## src/rtl/visor_av_pkg.sv

```systemverilog
// visor_av_pkg: shared types and status bit positions for the visor Avalon writer
package visor_av_pkg;
    typedef struct packed {
        logic [15:0] addr;
        logic [15:0] data;
    } av_entry_t;
    typedef enum logic {AVW_IDLE, AVW_WRITE} av_state_t;
    localparam int ST_AUTO_INC = 0;
    localparam int ST_BUSY     = 1;
    localparam int ST_EMPTY    = 2;
    localparam int ST_FULL     = 3;
    localparam int ST_OVERFLOW = 4;
endpackage

```

## src/rtl/visor_av_writer_if.sv

```systemverilog
// visor_av_writer_if: Avalon-MM write bus (address, writedata, write out of master; waitrequest into master)
interface visor_av_writer_if;
    logic [15:0] address;
    logic [15:0] writedata;
    logic        write;
    logic        waitrequest;
    modport master(output address, writedata, write, input waitrequest);
    modport slave(input address, writedata, write, output waitrequest);
endinterface

```

## src/rtl/visor_sync_fifo.sv

```systemverilog
// visor_sync_fifo: single-clock FIFO; ports push/wdata in, pop in, rdata (registered head on pop), full/empty/count out
module visor_sync_fifo #(
    parameter int WIDTH      = 32,
    parameter int DEPTH_LOG2 = 3
) (
    input  logic                  sysclk,
    input  logic                  sysreset,
    input  logic                  push,
    input  logic                  pop,
    input  logic [WIDTH-1:0]      wdata,
    output logic [WIDTH-1:0]      rdata,
    output logic                  full,
    output logic                  empty,
    output logic [DEPTH_LOG2:0]   count
);
    localparam int DEPTH = 1 << DEPTH_LOG2;
    logic [WIDTH-1:0] mem [DEPTH];
    logic [DEPTH_LOG2-1:0] wp, rp;
    logic do_push, do_pop;
    assign full    = count == (DEPTH_LOG2+1)'(DEPTH);
    assign empty   = count == '0;
    assign do_push = push & ~full;
    assign do_pop  = pop & ~empty;
    always_ff @(posedge sysclk)
        if (do_push) mem[wp] <= wdata;
    always_ff @(posedge sysclk) begin
        if (sysreset) begin
            wp    <= '0;
            rp    <= '0;
            count <= '0;
            rdata <= '0;
        end else begin
            if (do_push) wp <= wp + 1'b1;
            if (do_pop) begin
                rp    <= rp + 1'b1;
                rdata <= mem[rp];
            end
            count <= count + (DEPTH_LOG2+1)'(do_push) - (DEPTH_LOG2+1)'(do_pop);
        end
    end
endmodule

```

## src/rtl/visor_av_writer.sv

```systemverilog
// visor_av_writer: queues visor {addr,data} stores and issues them as Avalon writes.
// Ports: sysclk/sysreset; load_data + addr_load/ctrl_load/data_load strobes in;
// addr_reg_out, status, fifo_count out; av (master modport) drives the Avalon bus.
module visor_av_writer
    import visor_av_pkg::*;
#(
    parameter int          DEPTH_LOG2  = 3,
    parameter logic [15:0] ADDR_STRIDE = 16'd1
) (
    input  logic                sysclk,
    input  logic                sysreset,
    input  logic [15:0]         load_data,
    input  logic                addr_load,
    input  logic                ctrl_load,
    input  logic                data_load,
    output logic [15:0]         addr_reg_out,
    output logic [15:0]         status,
    output logic [DEPTH_LOG2:0] fifo_count,
    visor_av_writer_if.master   av
);
    av_state_t state, state_nx;
    av_entry_t head;
    logic [15:0] addr_reg;
    logic auto_inc, overflow, full, empty, pop;
    // The FIFO's registered head doubles as the bus address/data register,
    // so a pop loads the Avalon outputs directly.
    visor_sync_fifo #(.WIDTH($bits(av_entry_t)), .DEPTH_LOG2(DEPTH_LOG2)) u_fifo (
        .sysclk(sysclk), .sysreset(sysreset),
        .push(data_load), .pop(pop),
        .wdata({addr_reg, load_data}), .rdata(head),
        .full(full), .empty(empty), .count(fifo_count)
    );
    always_ff @(posedge sysclk)
        state <= sysreset ? AVW_IDLE : state_nx;
    // A new head is taken whenever the bus is free or the current write completes.
    always_comb begin
        pop      = ~empty & (state == AVW_IDLE | ~av.waitrequest);
        state_nx = pop ? AVW_WRITE : (state == AVW_WRITE && av.waitrequest) ? AVW_WRITE : AVW_IDLE;
    end
    assign av.write     = state == AVW_WRITE;
    assign av.address   = head.addr;
    assign av.writedata = head.data;
    always_ff @(posedge sysclk) begin
        if (sysreset) begin
            addr_reg <= '0;
            auto_inc <= 1'b0;
            overflow <= 1'b0;
        end else begin
            if (addr_load) addr_reg <= load_data;
            else if (data_load && !full && auto_inc) addr_reg <= addr_reg + ADDR_STRIDE;
            if (ctrl_load) auto_inc <= load_data[0];
            if (data_load && full) overflow <= 1'b1;
            else if (ctrl_load && load_data[1]) overflow <= 1'b0;
        end
    end
    assign addr_reg_out = addr_reg;
    always_comb begin
        status              = '0;
        status[ST_AUTO_INC] = auto_inc;
        status[ST_BUSY]     = av.write | ~empty;
        status[ST_EMPTY]    = empty;
        status[ST_FULL]     = full;
        status[ST_OVERFLOW] = overflow;
    end
endmodule

```

## src/flat_wrapper.sv

```systemverilog
// flat-port wrapper written by rule: the top's interface ports become plain ports
module visor_av_writer_flat import visor_av_pkg::*;
#(
    parameter int          DEPTH_LOG2  = 3,
    parameter logic [15:0] ADDR_STRIDE = 16'd1
)
  (sysclk, sysreset, load_data, addr_load, ctrl_load, data_load, addr_reg_out, status, fifo_count, av_address, av_writedata, av_write, av_waitrequest);
  visor_av_writer_if av_i ();
  input  logic sysclk;
  input  logic sysreset;
  input  logic [15:0] load_data;
  input  logic addr_load;
  input  logic ctrl_load;
  input  logic data_load;
  output logic [15:0] addr_reg_out;
  output logic [15:0] status;
  output logic [DEPTH_LOG2:0] fifo_count;
  output wire logic [$bits(av_i.address)-1:0] av_address;
  output wire logic [$bits(av_i.writedata)-1:0] av_writedata;
  output wire logic [$bits(av_i.write)-1:0] av_write;
  input wire logic [$bits(av_i.waitrequest)-1:0] av_waitrequest;
  assign av_address = av_i.address;
  assign av_writedata = av_i.writedata;
  assign av_write = av_i.write;
  assign av_i.waitrequest = av_waitrequest;
  visor_av_writer #(.DEPTH_LOG2(DEPTH_LOG2), .ADDR_STRIDE(ADDR_STRIDE)) u_core (.sysclk(sysclk), .sysreset(sysreset), .load_data(load_data), .addr_load(addr_load), .ctrl_load(ctrl_load), .data_load(data_load), .addr_reg_out(addr_reg_out), .status(status), .fifo_count(fifo_count), .av(av_i));
endmodule
```

## config.mk

```make
export PLATFORM = sky130hd
export DESIGN_NAME = visor_av_writer_flat
export DESIGN_NICKNAME = d
export VERILOG_FILES = /design/src/rtl/visor_av_pkg.sv /design/src/rtl/visor_av_writer_if.sv /design/src/rtl/visor_sync_fifo.sv /design/src/rtl/visor_av_writer.sv /design/src/flat_wrapper.sv
export SDC_FILE = /design/constraint.sdc
export NUM_CORES = 1
export LEC_CHECK = 0
export ABC_AREA = 0
export BUFFER_PORTS_ARGS = -buffer_cell sky130_fd_sc_hd__buf_2
export CAP_MARGIN = 30
export CORE_MARGIN = 2
export CORE_UTILIZATION = 40
export CTS_BUF_LIST = sky130_fd_sc_hd__clkbuf_8
export DETAILED_ROUTE_END_ITERATION = 7
export GPL_TIMING_DRIVEN = 1
export PLACE_DENSITY = 0.63
export SLEW_MARGIN = 5
export SYNTH_ARGS = -nofsm -noshare
export SYNTH_HDL_FRONTEND = slang
export SYNTH_SLANG_ARGS = --single-unit
```

## constraint.sdc

```tcl
create_clock -name sysclk -period 4.5 [get_ports sysclk]
set_clock_uncertainty 0.2 [all_clocks]
set_input_delay 0.45 -clock sysclk [delete_from_list [all_inputs] [get_ports sysclk]]
set_output_delay 0.45 -clock sysclk [all_outputs]
set_load 0.02 [all_outputs]
```

==> qor.yml, run 1 <==
outcome: "complete, no violations"
worstSetupPathType: "flop to flop"
synth.avg_cell_area_um2: 18.1
relSlewSlack: 0.408
initial_core_util: 0.403
hp-class: "primary input to flop"
ctsResizeCount: 0
die_w_um: 179
switchingPower_mw: 2.54
die_y_um: 179
cts_root_buffer: "clkbuf_8"
tns_ns: 0
synthArstFlopShare: 0
hold_buffers: 15
crit_slowest_cell: "or3b_1"
syn_area_um2: 12300
rsz0062_at_grt: "no"
tightest_slew_ns: 0.887
yosys_warnings: 0
cp_data_required_time_ns: 4.74
io_pins: 91
nFillCells: 2613
gr-total-overflow: 0
synth_ff_type: "edfxtp_1"
period_share: 0.629
internal-power_mw: 5.88
p_clk_frac: 0.294
hold_viol: 0
clock_sinks: 317
place_congestion: 0.811
ir_worst_vdd_v: 0.000234
grt_util_all_layers: 0.165
synth_edf_count: 256
numCtsBuffers: 52
placed_cell_area_um2: 13200
leakage_nw: 4.95
holdWs_ns: 0.0256
dp.cells: 1132
end_kind: "flop"
cts.path.max_buffers: 3
drc_errors: 0
grt_pass1_vias: 6757
fin_nets: 839
finalNonFillerCells: 1244
yosysTopAreaCellShare: 0.627
grt_max_degree: 46
worst_setup_path_start_kind: "flop"
seq_area_frac_synth: 0.726
arrival_ns: 3.07
die_area_um2: 32100
crit_top_cell: "ha_1"
synth_area_leader_cell: "edfxtp_1"
powerDensity_nw_per_um2: 581
syn_to_final_growth_pct: 18.0
final_util: 0.476
netlist_instances: 678
grt_pass1_wl_um: 39500
synth-seq-cells: 317
core_um2: 30400
layout_min_cycle_time_ns: 2.83
crit_fanout: 10
wirelength_um: 25700
synth_area_leaders: "edfxtp_1, mux4_2, dfxtp_1, mux2i_1, a211oi_1"
drt-wirelength-per-cell_um: 20.7
cts_tree: "yes"
max_cap_viol_count: 0
port_buffers: 79
yosysUniqueCellTypes: 46
yosys-top-cells-count: "edfxtp_1, mux4_2, dfxtp_1, nor2_1, a211oi_1"
multiInputGateArea_um2: 3160
cp_slowest_stage_delay_ns: 0.40
insertion_delay_ns: 0.56
power_frac_comb: 0.252
crit_chain: "inv_1, ha_1, or3b_1, nand2_1, ha_1, inv_1, ha_1, fa_1, xnor2_1, nor2_1"
synth.most_common_cell: "edfxtp_1"
ant_nets: 0
slew_violations: 0
routed_via_density: 5.21
first_pass_iters: 5
num_vias: 6485
htree_num_levels: 2
fmax_mhz: 354
setup_viol: 0
drive_above_1_share: 0.297
dr.first_iter.drc_count: 595
seq_area_um2: 8910
postCtsSetupBuffers: 0
grt_antenna_before_repair: 0
pwr-share-seq: 0.454
hpwl_um: 16200
rows: 64
sw_frac_of_total: 0.301
stdcell_area_um2: 14500
clk_pin_slew_ns: 0.06
num_antenna_cells: 0
## power by group through the flow
stage	registers, mW	clock network (mW)	logic (mW)
6_report	3.82	2.48	2.12
3_3_place_gp	3.92	0	2.06
2_1_floorplan	3.94	0	1.40
4_1_cts	3.83	2.55	2.16
5_1_grt	3.88	2.68	2.32
3_5_place_dp	3.89	0	2.15
## per-layer routing
metal / track usage / vias to the layer above / wire length (um)
met5: 0 / - / 0
met4: 0.0595 / 0 / 672
met3: 0.0320 / 49 / 1250
met2: 0.277 / 165 / 12600
met1: 0.214 / 3326 / 11200
li1: - / 2945 / -
## sequential cells by signal (all words and copies together) (netlist names)
signal               flops
u_core.av.write          1
u_core.u_fifo.count      4
u_core.u_fifo.mem      256
u_core.addr_reg_out     16
u_core.u_fifo.rp         3
u_core.u_fifo.wp         3
u_core.auto_inc          1
u_core.u_fifo.rdata     32
u_core.overflow          1
## kinds of logic after synthesis
group	Yosys count	synth area share
AO/OA/AOI/OAI	62	0.0377
XOR/XNOR	13	0.00928
adder cells (fa/ha/maj)	10	0.0108
buffers and inverters	62	0.0251
flip-flops	317	0.726
multiplexers	99	0.146
other	1	0.000306
AND/OR/NAND/NOR	114	0.0447
## through the flow
step / power, mW / setup slack (ns)
2_1_floorplan: 5.34 / 0.390
3_3_place_gp: 5.98 / 1.65
3_5_place_dp: 6.04 / 1.62
4_1_cts: 8.55 / 1.60
5_1_grt: 8.87 / 1.46
6_report: 8.41 / 1.67
## cells in the final DEF (no fill, tap or decap), types with 4 or more instances in the layout
cell type / n
edfxtp_1: 256
buf_2: 79
mux4_2: 64
clkbuf_8: 64
dfxtp_1: 58
nor2_1: 57
a211oi_1: 39
mux2i_1: 35
inv_1: 28
buf_4: 18
dlygate4sd3_1: 15
nand2_1: 11
conb_1: 11
ha_1: 9
nand3_1: 8
xor2_1: 7
xnor2_1: 6
a311oi_1: 6
a21oi_1: 5
clkinv_1: 5
nor3_2: 4
nand4_1: 4
clkinv_2: 4
buf_12: 4
## worst max-delay path, delay by kind of cell (launching register included)
kind / cells / cell delay (ns)
adders and majority gates: 4 / 1.14
and+or+nand+nor: 3 / 0.77
DFF: 1 / 0.32
xor gates and xnor gates: 1 / 0.18
buffers and inverters: 2 / 0.11
## area by class of cell
| class | instances | area share |
|---|---|---|
| Clock buffer | 64 | 0.0608 |
| Clock inverter | 31 | 0.0120 |
| Inverter | 9 | 0.00251 |
| Multi-Input combinational cell | 309 | 0.218 |
| Sequential cell | 317 | 0.616 |
| Tap cell | 396 | 0.0342 |
| Timing Repair Buffer | 118 | 0.0564 |
## path summary, 6_finish.rpt
check,startpoint,endpoint,slack (ns),depth (start not counted)
max reg2reg,u_core.u_fifo.count[2],u_core.u_fifo.count[2],1.67,10
min,load_data[7],u_core.u_fifo.mem[3][7],0.03,1
min reg2reg,u_core.u_fifo.rdata[8],u_core.u_fifo.rdata[8],0.29,2
max,u_core.u_fifo.count[2],u_core.u_fifo.count[2],1.67,10
Note: power is estimated with default switching activity, not from simulation.
==> run 2, diff against run 1 <==
==> constraint.sdc (replaced) <==
create_clock -name sysclk -period 2.6 [get_ports sysclk]
set_clock_uncertainty 0.2 [all_clocks]
set_input_delay 0.26 -clock sysclk [delete_from_list [all_inputs] [get_ports sysclk]]
set_output_delay 0.26 -clock sysclk [all_outputs]
set_load 0.02 [all_outputs]
==> qor.yml, run 2 (synthesis gave the netlist of run 1 again) <==
tns_ns: 0  # unchanged
die_w_um: 179  # unchanged
htree_num_levels: 2  # unchanged
ant_nets: 0  # unchanged
end_kind: "primary output"  # was flop
postCtsSetupBuffers: 0  # unchanged
hpwl_um: 14900  # was 16200 um
place_ws_ns: 0.0890  # was 1.62 ns
seq_area_um2: 8920  # was 8910 um2
rows: 64  # unchanged
grt_util_all_layers: 0.165  # about the same
grt_max_degree: 67  # was 46
placed_cell_area_um2: 13500  # was 13200 um2
num_antenna_cells: 0  # unchanged
syn_to_final_growth_pct: 20.6  # was 18.0%
leakage_nw: 5.04  # was 4.95 nW
crit_chain: "inv_2, ha_2, or3b_4, inv_4, buf_4, buf_2"  # was inv_1, ha_1, or3b_1, nand2_1, ha_1, inv_1, ha_1, fa_1, xnor2_1, nor2_1
dr.first_iter.drc_count: 497  # was 595
insertion_delay_ns: 0.57  # was 0.56 ns
wirelength_um: 25700  # about the same
crit_fanout: 7  # was 10
cp_data_required_time_ns: 2.14  # was 4.74 ns
setup_slack_ns: 0.178  # was 1.67 ns
rsz0062_at_grt: "no"  # unchanged
cts.path.max_buffers: 3  # unchanged
drt-wirelength-per-cell_um: 20.3  # was 20.7 um
grt_antenna_before_repair: 0  # unchanged
cp_slowest_stage_delay_ns: 0.43  # was 0.40 ns
mostFrequentLayoutCells: "edfxtp_1, buf_2, mux4_2"  # was edfxtp_1, buf_2, mux4_2, clkbuf_8, dfxtp_1
first_pass_iters: 5  # unchanged
cts_root_buffer: "clkbuf_8"  # unchanged
grt_pass1_vias: 6558  # was 6757
dp.cells: 1147  # was 1132
fin_nets: 859  # was 839
drive_above_1_share: 0.315  # was 0.297
gr-total-overflow: 0  # unchanged
die_y_um: 179  # unchanged
die_area_um2: 32100  # unchanged
stdcell_area_um2: 14800  # was 14500 um2
clk_pin_slew_ns: 0.06  # about the same
fmax_mhz: 413
largest_reg_flops: 256  # unchanged
multiInputGateArea_um2: 3220  # was 3160 um2
ir_worst_vdd_v: 0.000577  # was 0.000234 V
layout_min_cycle_time_ns: 2.42
clock_sinks: 317  # unchanged
final_common_cell: "edfxtp_1"  # unchanged
worstSetupPathType: "flop to primary output"  # was flop to flop
port_buffers: 79  # unchanged
totalPowerFinal_mw: 14.8  # was 8.41 mW
initial_core_util: 0.403  # unchanged
tightest_slew_ns: 0.744  # was 0.887 ns
setup_viol: 0  # unchanged
cts_tree: "yes"  # unchanged
crit_slowest_cell: "or3b_4"  # was or3b_1
period_share: 0.932
outcome: "complete, no violations"  # unchanged
relSlewSlack: 0.504  # was 0.408
arrival_ns: 1.96  # was 3.07 ns
largest_register: "u_core.u_fifo.mem"  # unchanged
grt_pass1_wl_um: 38600  # was 39500 um
numCtsBuffers: 51  # was 52
place_congestion: 0.796  # was 0.811
num_vias: 6486  # was 6485
powerDensity_nw_per_um2: 1000  # was 581 nW/um2
hp-class: "flop to flop"  # was primary input to flop
nFillCells: 2561  # was 2613
finalNonFillerCells: 1263  # was 1244
io_pins: 91  # unchanged
worst_setup_path_start_kind: "flop"  # unchanged
core_um2: 30400  # unchanged
max_cap_viol_count: 0  # unchanged
routed_via_density: 5.14  # was 5.21
hold_viol: 0  # unchanged
slew_violations: 0  # unchanged
drc_errors: 0  # unchanged
==> run 2: final cells by class <==
cell class,count,share of cell area
sequential,317,0.603
tap,396,0.0335
timing repair buffer,139,0.0712
multi-input combinational,309,0.217
clock inverter,37,0.0207
inverter,9,0.00245
clock buffer,56,0.0521
==> run 2: per-layer routing <==
metal  vias to the layer above  global-route usage  wire [um]
met5                         -                   0          0
met4                         0              0.0528        431
met3                        41              0.0327       1350
met2                       175               0.273      12600
met1                      3279               0.220      11300
li1                       2991                   -          -
==> run 2: where the power goes <==
part	switching, mW	total, mW	internal [mW]	leakage (nW)
Combinational	2.25	3.99	1.74	1.58
Sequential	0.264	6.36	6.10	2.85
Clock	1.90	4.47	2.57	0.604
==> run 2: stage by stage <==
step / util / hold slack [ns]
6_report: 0.486 / 0.292
5_1_grt: 0.486 / 0.310
4_1_cts: 0.486 / 0.296
3_5_place_dp: 0.443 / 0.279
3_3_place_gp: 0.443 / 0.285
2_1_floorplan: - / 0.159
==> run 2: path summary, 6_finish.rpt <==
kind	from	end	slack [ns]	depth (start not counted)
setup / recovery	u_core.u_fifo.count[2]	status[3]	0.18	6
hold / removal	u_core.u_fifo.rdata[14]	u_core.u_fifo.rdata[14]	0.29	2
setup reg to reg	u_core.u_fifo.count[2]	u_core.addr_reg_out[12]	0.21	8
hold reg to reg	u_core.u_fifo.rdata[14]	u_core.u_fifo.rdata[14]	0.29	2
==> run 2: timing repair <==
action / 4_1_cts / 5_1_grt
hold buffers: 23 / 0
gates resized for setup: 0 / 2
endpoints found under the hold margin: 151 / 0
setup endpoints to repair: 0 / 36
==> run 2: critical path, delay by kind of cell (launching register included) <==
kind | cells | cell delay, ns
adder cells (fa/ha/maj) | 1 | 0.15
buffers and inverters | 4 | 0.48
flip-flops | 1 | 0.34
AND/OR/NAND/NOR | 1 | 0.43
